--- src/rtl/image_buffer_reader.sv ---
// Streams the compressed image out of the image buffer as a valid/ready byte stream.
// Reads from address 0 up to bytes_available_in while the writer may still be filling it.
module image_buffer_reader #(
    parameter int ADDRESS_WIDTH = 16,
    parameter int DATA_WIDTH    = 8
) (
    input  logic                     clock_in,
    input  logic                     reset_n_in,
    input  logic                     start_in,
    input  logic                     abort_in,
    input  logic [ADDRESS_WIDTH-1:0] bytes_available_in,
    input  logic                     image_complete_in,
    output logic                     buffer_read_enable_out,
    output logic [ADDRESS_WIDTH-1:0] buffer_address_out,
    input  logic [DATA_WIDTH-1:0]    buffer_data_in,
    output logic [DATA_WIDTH-1:0]    data_out,
    output logic                     data_valid_out,
    input  logic                     data_ready_in,
    output logic [ADDRESS_WIDTH-1:0] bytes_read_out,
    output logic                     busy_out,
    output logic                     done_out
);

    localparam logic [0:0] ST_IDLE   = 1'b0;
    localparam logic [0:0] ST_STREAM = 1'b1;

    logic [0:0]               state_q, state_d;
    logic [ADDRESS_WIDTH-1:0] issue_q, issue_d;
    logic [ADDRESS_WIDTH-1:0] addr_q, addr_d;
    logic [ADDRESS_WIDTH-1:0] bytes_read_q, bytes_read_d;
    logic                     inflight_q, inflight_d;
    logic [1:0]               count_q, count_d;
    logic                     rd_ptr_q, rd_ptr_d;
    logic                     wr_ptr_q, wr_ptr_d;
    logic                     done_q, done_d;
    logic [DATA_WIDTH-1:0]    mem_q [2];

    logic       strobe;
    logic       push;
    logic       pop;
    logic       valid;
    logic [1:0] occupancy;

    assign valid     = (count_q != 2'd0);
    assign occupancy = count_q + {1'b0, inflight_q};
    // Issue depends only on registered state and non-stream inputs, never on data_ready_in.
    assign strobe    = (state_q == ST_STREAM) && !abort_in &&
                       (issue_q < bytes_available_in) && (occupancy < 2'd2);
    assign push      = inflight_q && !abort_in;
    assign pop       = valid && data_ready_in;

    always_comb begin
        state_d      = state_q;
        issue_d      = issue_q;
        addr_d       = addr_q;
        bytes_read_d = bytes_read_q;
        inflight_d   = strobe;
        count_d      = count_q + {1'b0, push} - {1'b0, pop};
        rd_ptr_d     = rd_ptr_q ^ pop;
        wr_ptr_d     = wr_ptr_q ^ push;
        done_d       = 1'b0;

        if (strobe) begin
            issue_d = issue_q + 1'b1;
            addr_d  = issue_q;
        end
        if (pop) begin
            bytes_read_d = bytes_read_q + 1'b1;
        end

        if (abort_in) begin
            state_d    = ST_IDLE;
            inflight_d = 1'b0;
            count_d    = 2'd0;
            rd_ptr_d   = 1'b0;
            wr_ptr_d   = 1'b0;
        end else begin
            case (state_q)
                ST_IDLE: begin
                    if (start_in) begin
                        state_d      = ST_STREAM;
                        issue_d      = '0;
                        bytes_read_d = '0;
                        inflight_d   = 1'b0;
                        count_d      = 2'd0;
                        rd_ptr_d     = 1'b0;
                        wr_ptr_d     = 1'b0;
                    end
                end
                default: begin
                    // Completion is judged on next-state values so done lands the cycle after the last transfer.
                    if (image_complete_in && (bytes_read_d == bytes_available_in) &&
                        (count_d == 2'd0) && !inflight_d) begin
                        state_d = ST_IDLE;
                        done_d  = 1'b1;
                    end
                end
            endcase
        end
    end

    always_ff @(posedge clock_in or negedge reset_n_in) begin
        if (!reset_n_in) begin
            state_q      <= ST_IDLE;
            issue_q      <= '0;
            addr_q       <= '0;
            bytes_read_q <= '0;
            inflight_q   <= 1'b0;
            count_q      <= 2'd0;
            rd_ptr_q     <= 1'b0;
            wr_ptr_q     <= 1'b0;
            done_q       <= 1'b0;
            mem_q[0]     <= '0;
            mem_q[1]     <= '0;
        end else begin
            state_q      <= state_d;
            issue_q      <= issue_d;
            addr_q       <= addr_d;
            bytes_read_q <= bytes_read_d;
            inflight_q   <= inflight_d;
            count_q      <= count_d;
            rd_ptr_q     <= rd_ptr_d;
            wr_ptr_q     <= wr_ptr_d;
            done_q       <= done_d;
            if (push) begin
                mem_q[wr_ptr_q] <= buffer_data_in;
            end
        end
    end

    assign buffer_read_enable_out = strobe;
    assign buffer_address_out     = strobe ? issue_q : addr_q;
    assign data_out               = mem_q[rd_ptr_q];
    assign data_valid_out         = valid;
    assign bytes_read_out         = bytes_read_q;
    assign busy_out               = (state_q == ST_STREAM);
    assign done_out               = done_q;

endmodule

--- config.mk ---
export PLATFORM = sky130hd
export DESIGN_NAME = image_buffer_reader
export DESIGN_NICKNAME = d
export VERILOG_FILES = /design/src/rtl/image_buffer_reader.sv
export SDC_FILE = /design/constraint.sdc
export NUM_CORES = 1
export LEC_CHECK = 0
export CORE_UTILIZATION = 43
export CTS_CLUSTER_SIZE = 10
export DETAILED_ROUTE_END_ITERATION = 8
export GPL_TIMING_DRIVEN = 0
export PLACE_DENSITY_LB_ADDON = 0.12
export SYNTH_ARGS = -nofsm -noshare
export SYNTH_HDL_FRONTEND = slang
export SYNTH_SLANG_ARGS = --single-unit
--- constraint.sdc ---
create_clock -name clock_in -period 7.7 [get_ports clock_in]
set_input_delay 0.77 -clock clock_in [delete_from_list [all_inputs] [get_ports clock_in]]
set_output_delay 0.77 -clock clock_in [all_outputs]
set_load 0.01 [all_outputs]
== Word level (Yosys, flattened, before mapping) ==
Cells that the tools add are included.
Widths: inputs -> output; s select.

* Register bits after elaboration: 71
* Output and inout port bits: 44
* Word-level logic and storage cells: 73

* Magnitude comparators: 5
* Eq/ne operators: 1
* Add/sub/neg operators: 5
* Muxes and demuxes: 34
* Bitwise operators: 4
* Reductions and logical operators: 13

{| class="wikitable"
|+ Operators with widths
! cell !! count
|-
| $mux 16 || 9
|-
| $add 16x1->16 const B || 2
|-
| $mux 8 || 4
|-
| $bwmux 16 || 1
|-
| $eq 16x16->1 || 1
|-
| $lt 16x16->1 || 1
|-
| $mux 1 || 16
|-
| $logic_and 1x1->1 || 9
|-
| $demux 8 s1 || 1
|-
| $mux 2 || 3
|-
| $add 2x1->2 || 2
|-
| $ge 2x2->1 const B || 2
|-
| $not 1->2 || 2
|-
| $logic_not 1->1 || 2
|-
| $logic_not 2->1 || 1
|-
| $lt 2x1->1 const B || 1
|-
| $lt 2x2->1 const B || 1
|-
| $reduce_bool 2->1 || 1
|-
| $sub 2x1->2 || 1
|-
| $xor 1x1->1 || 2
|}

== Logic depth before layout (Yosys ltp) ==
* Depth in word-level cells: 10
* Depth in mapped cells: 12
* Gate-level depth less buffers: 12

== Worst setup path after synthesis ==
OpenSTA, ideal clock, no wires.

* Path kind: input-to-output
* From: in bytes_available_in[13]
* To: out buffer_address_out[13]
* Data arrival time: 2.857 ns
* Stages: 9
* Slack: 4.073 ns
* Path through: inv_1 -> ha_1 -> a21o_1 -> a21o_1 -> a2111oi_0 -> o21ai_1 -> buf_2 -> buf_1 -> o21ai_0

* Longest elaborated chain between the ends: 4

{| class="wikitable"
|+ Ends and longest elaborated chain
! element !! RTL line !! source
|-
| start, declared || 11 || <nowiki>input logic [ADDRESS_WIDTH-1:0] bytes_available_in,</nowiki>
|-
| $lt 16x16->1 || 48 || <nowiki>(issue_q < bytes_available_in) && (occupancy < 2'd2);</nowiki>
|-
| $logic_and 1x1->1 || 47 || <nowiki>assign strobe = (state_q == ST_STREAM) && !abort_in &&</nowiki>
|-
| $logic_and 1x1->1 || 48 ||
|-
| $mux 16 || 132 || <nowiki>assign buffer_address_out = strobe ? issue_q : addr_q;</nowiki>
|-
| end, declared || 14 || <nowiki>output logic [ADDRESS_WIDTH-1:0] buffer_address_out,</nowiki>
|}

Every way passes these cells.

== Final worst setup path ==
* From: in bytes_available_in[9]
* To: out buffer_address_out[13]

Same word-level chain as after synthesis.

==> impl_metrics.py <==
metrics = {
    "drt": {
        "post_drt_wl_per_cell_um": 16.00,
        "final_antenna_net_count": 0,
        "totalWireLength_um": 9937,
        "drc": 0,
        "firstDrtPassIters": 4,
        "drtIter0Drc": 79,
        "vias": 3351,
        "viasPerCell": 5.396,
    },
    "grt": {
        "grt_max_degree": 43,
        "grt_pass1_wl_um": 16480,
        "grt_pass1_vias": 3382,
        "antenna_found_initial": 0,
        "track_usage": 0.2148,
        "overflow": 0,
    },
    "timing": {
        "relSlewSlack": 0.3948,
        "skew_ns": 0.005958,
        "finalHoldViolCount": 0,
        "period_share": 0.6884,
        "slew_violations": 0,
        "setup_slack_ns": 2.400,
        "max_freq_mhz": 188.7,
        "fin_crit_ns": 5.300,
        "setup_tns_ns": 0,
        "worst_pin_slew_ns": 0.8995,
        "setup_viol": 0,
        "rsz0062_at_grt": "no",
    },
    "setup_path": {
        "worst-path-buf-inv": 5,
        "arrival_ns": 4.53,
        "r2r-end": "busy_out$_DFF_PN0_",
        "worst-r2r-cell-count": 12,
        "regToRegSetupSlack_ns": 4.52,
        "cp_top_family": "buffers and inverters",
        "critPathKind": "in2out",
        "required_ns": 6.93,
        "rr_startpoint": "count_q[1]$_DFF_PN0_",
        "critPathCaptureType": "output port",
        "cp_max_fo": 10,
        "critPathLaunchType": "primary input",
        "crit_path_cell_trace": "clkdlybuf4s50_1 -> inv_1 -> ha_1 -> a21oi_1 -> o21ai_0 -> a41oi_1 -> or2_2 -> o21ai_1 -> buf_2 -> buf_1 -> nand2_1 -> o21ai_0 -> clkdlybuf4s50_1",
        "slowest_delay_ns": 0.58,
        "critPathSlowestCell": "clkdlybuf4s50_1",
    },
    "final_layout": {
        "n_antenna_cell": 0,
        "fin_area_mm2": 0.005174,
        "drive_above_1_share": 0.1078,
        "nNetsFinal": 557,
        "finalCoreUtilization": 0.5626,
        "layout_commonest_cell": "clkdlybuf4s50_1",
        "mostFrequentLayoutCells": "72 x clkdlybuf4s50_1, 71 x dfrtp_1, 61 x nand2_1",
        "syn2layout_area_growth_pct": 26.76,
    },
    "clock_tree": {
        "htreeDepth": 3,
        "clock-sinks": 71,
        "cts_hold_buf": 0,
        "cts_max_path_buffers": 2,
        "cts_resized": 0,
        "clkTransAtPathRegs_ns": 0.07,
        "cts_tree": "built",
        "cts_buffers": 9,
        "clockRootBuffer": "clkbuf_8",
        "clk_latency_ns": 0.34,
        "post_cts_buffers": 0,
    },
    "synth": {
        "syn_nets": 472,
        "async_flop_share": 1.000,
        "synth_top_area_share": 0.4353,
        "postSynthAreaPerCell_um2": 9.695,
        "synth_flop_cell": "dfrtp_1",
        "ys_top_cells_by_area": "dfrtp_1 44%, mux2_2 6.9%, ha_1 6.4%",
        "netlist_area_mm2": 0.004081,
        "yosysWarnings": 0,
        "synthDistinctLibCells": 54,
        "seq_area_frac_synth": 0.4353,
        "netlist_instances": 421,
        "synth_top_area_cell": "dfrtp_1",
        "ys_seq_elements": 71,
        "synth_edf_count": 0,
    },
    "placement": {
        "dp_slack_ns": 2.435,
        "gp_congestion": 0.8942,
        "place_area_mm2": 0.004969,
        "hpwl_um": 7468,
        "io_buffers": 73,
    },
    "floorplan": {
        "die_h_um": 99.43,
        "initial_core_util": 0.4438,
        "die-area_mm2": 0.009885,
        "row_count": 35,
        "die_w_um": 99.43,
        "fp.coreArea_mm2": 0.009196,
        "io_pins": 74,
    },
    "hold_path": {
        "hold_class": "in2async",
    },
    "pwr": {
        "ir_worst_vdd_mv": 0.09960,
        "p_per_area_mw_per_mm2": 176.3,
        "power_leakage_nw": 2.297,
        "p_total_mw": 0.9119,
    },
    "outcome": {
        "outcome": "complete, no violations",
    },
    "flow_run": {
        "drv_cap": 0,
    },
}
-- per-layer routing --
layer	up-vias	wire [um]	share of wire	track usage
li1	1646	-	-	-
met1	1615	4677	0.47	0.2833
met2	78	4744	0.48	0.3665
met3	12	410	0.041	0.03233
met4	0	104	0.010	0.06335
met5	-	0	0	0
-- sequential cells by signal (all words and copies together), names as in the netlist --
name            cells
wr_ptr_q            1
addr_q             16
count_q             2
done_out            1
rd_ptr_q            1
bytes_read_out     16
mem_q              16
inflight_q          1
issue_q            16
busy_out            1
-- logic make-up after synthesis --
logic type / share of synthesized area
buffers and inverters: 0.03955
adder cells (fa/ha/maj): 0.06438
XOR/XNOR: 0.07971
flip-flops: 0.4353
AND/OR/NAND/NOR: 0.2069
multiplexers: 0.07633
AO/OA/AOI/OAI: 0.09780
-- how the worst max path moves through the flow --
stage | from | to | slack (ns) | depth (start not counted)
finish | bytes_available_in[9] | buffer_address_out[13] | 2.40 | 13
global route | bytes_available_in[11] | buffer_address_out[13] | 2.12 | 13
CTS | bytes_available_in[11] | buffer_address_out[13] | 2.40 | 13
detailed placement | bytes_available_in[11] | buffer_address_out[13] | 2.43 | 13
global placement | bytes_available_in[11] | buffer_address_out[13] | 2.49 | 13
floorplan | bytes_available_in[13] | buffer_address_out[13] | 4.07 | 9
-- area by class of cell --
type,instances,area (um^2)
buffer,16,63.81
clock buffer,11,151.4
clock inverter,4,53.80
fill,849,4023
inverter,26,97.59
multi-input combinational,308,2143
sequential,71,1777
tap,111,138.9
timing repair buffer,74,748.2
-- synthesized netlist by cell type, types with 2 or more instances --
cell	instances
nand3_1	12
xnor2_1	27
nand4_1	9
clkinv_1	2
mux2_2	25
o21ai_1	2
and3_1	2
a21o_1	3
ha_1	21
o21a_1	2
a41oi_1	2
mux2i_1	3
xnor3_1	2
nor4_2	2
o211ai_1	4
xor2_1	5
nor4_1	6
nand2_1	61
a21oi_1	18
or2_2	2
nor3_1	4
o21ai_0	10
nand2b_1	6
buf_2	3
nor3b_1	3
o31ai_1	6
dfrtp_1	71
nor2_1	34
a2111oi_0	2
o2111ai_1	2
clkbuf_1	12
or3_1	8
or4_1	6
inv_1	24
-- worst reg2reg max path: cells and delay by family, from the launching register on --
family | cells | cell delay (ns)
AO/OA/AOI/OAI | 4 | 0.88
flip-flops | 1 | 0.46
AND/OR/NAND/NOR | 4 | 0.74
buffers and inverters | 2 | 0.33
adder cells (fa/ha/maj) | 2 | 0.63
-- through the flow --
step	hold WS [ns]	instances
2_1_floorplan	0.4744	421
3_3_place_gp	0.4506	605
3_5_place_dp	0.4572	606
4_1_cts	0.3631	621
5_1_grt	0.3825	621
6_report	0.3526	621
-- report_power, final --
group	total, mW	switching (mW)	internal [mW]
clock network	0.312	0.145	0.167
registers	0.421	0.0216	0.400
logic	0.179	0.0840	0.0947
total	0.912	0.251	0.661
(Power assumes the default switching activity.)
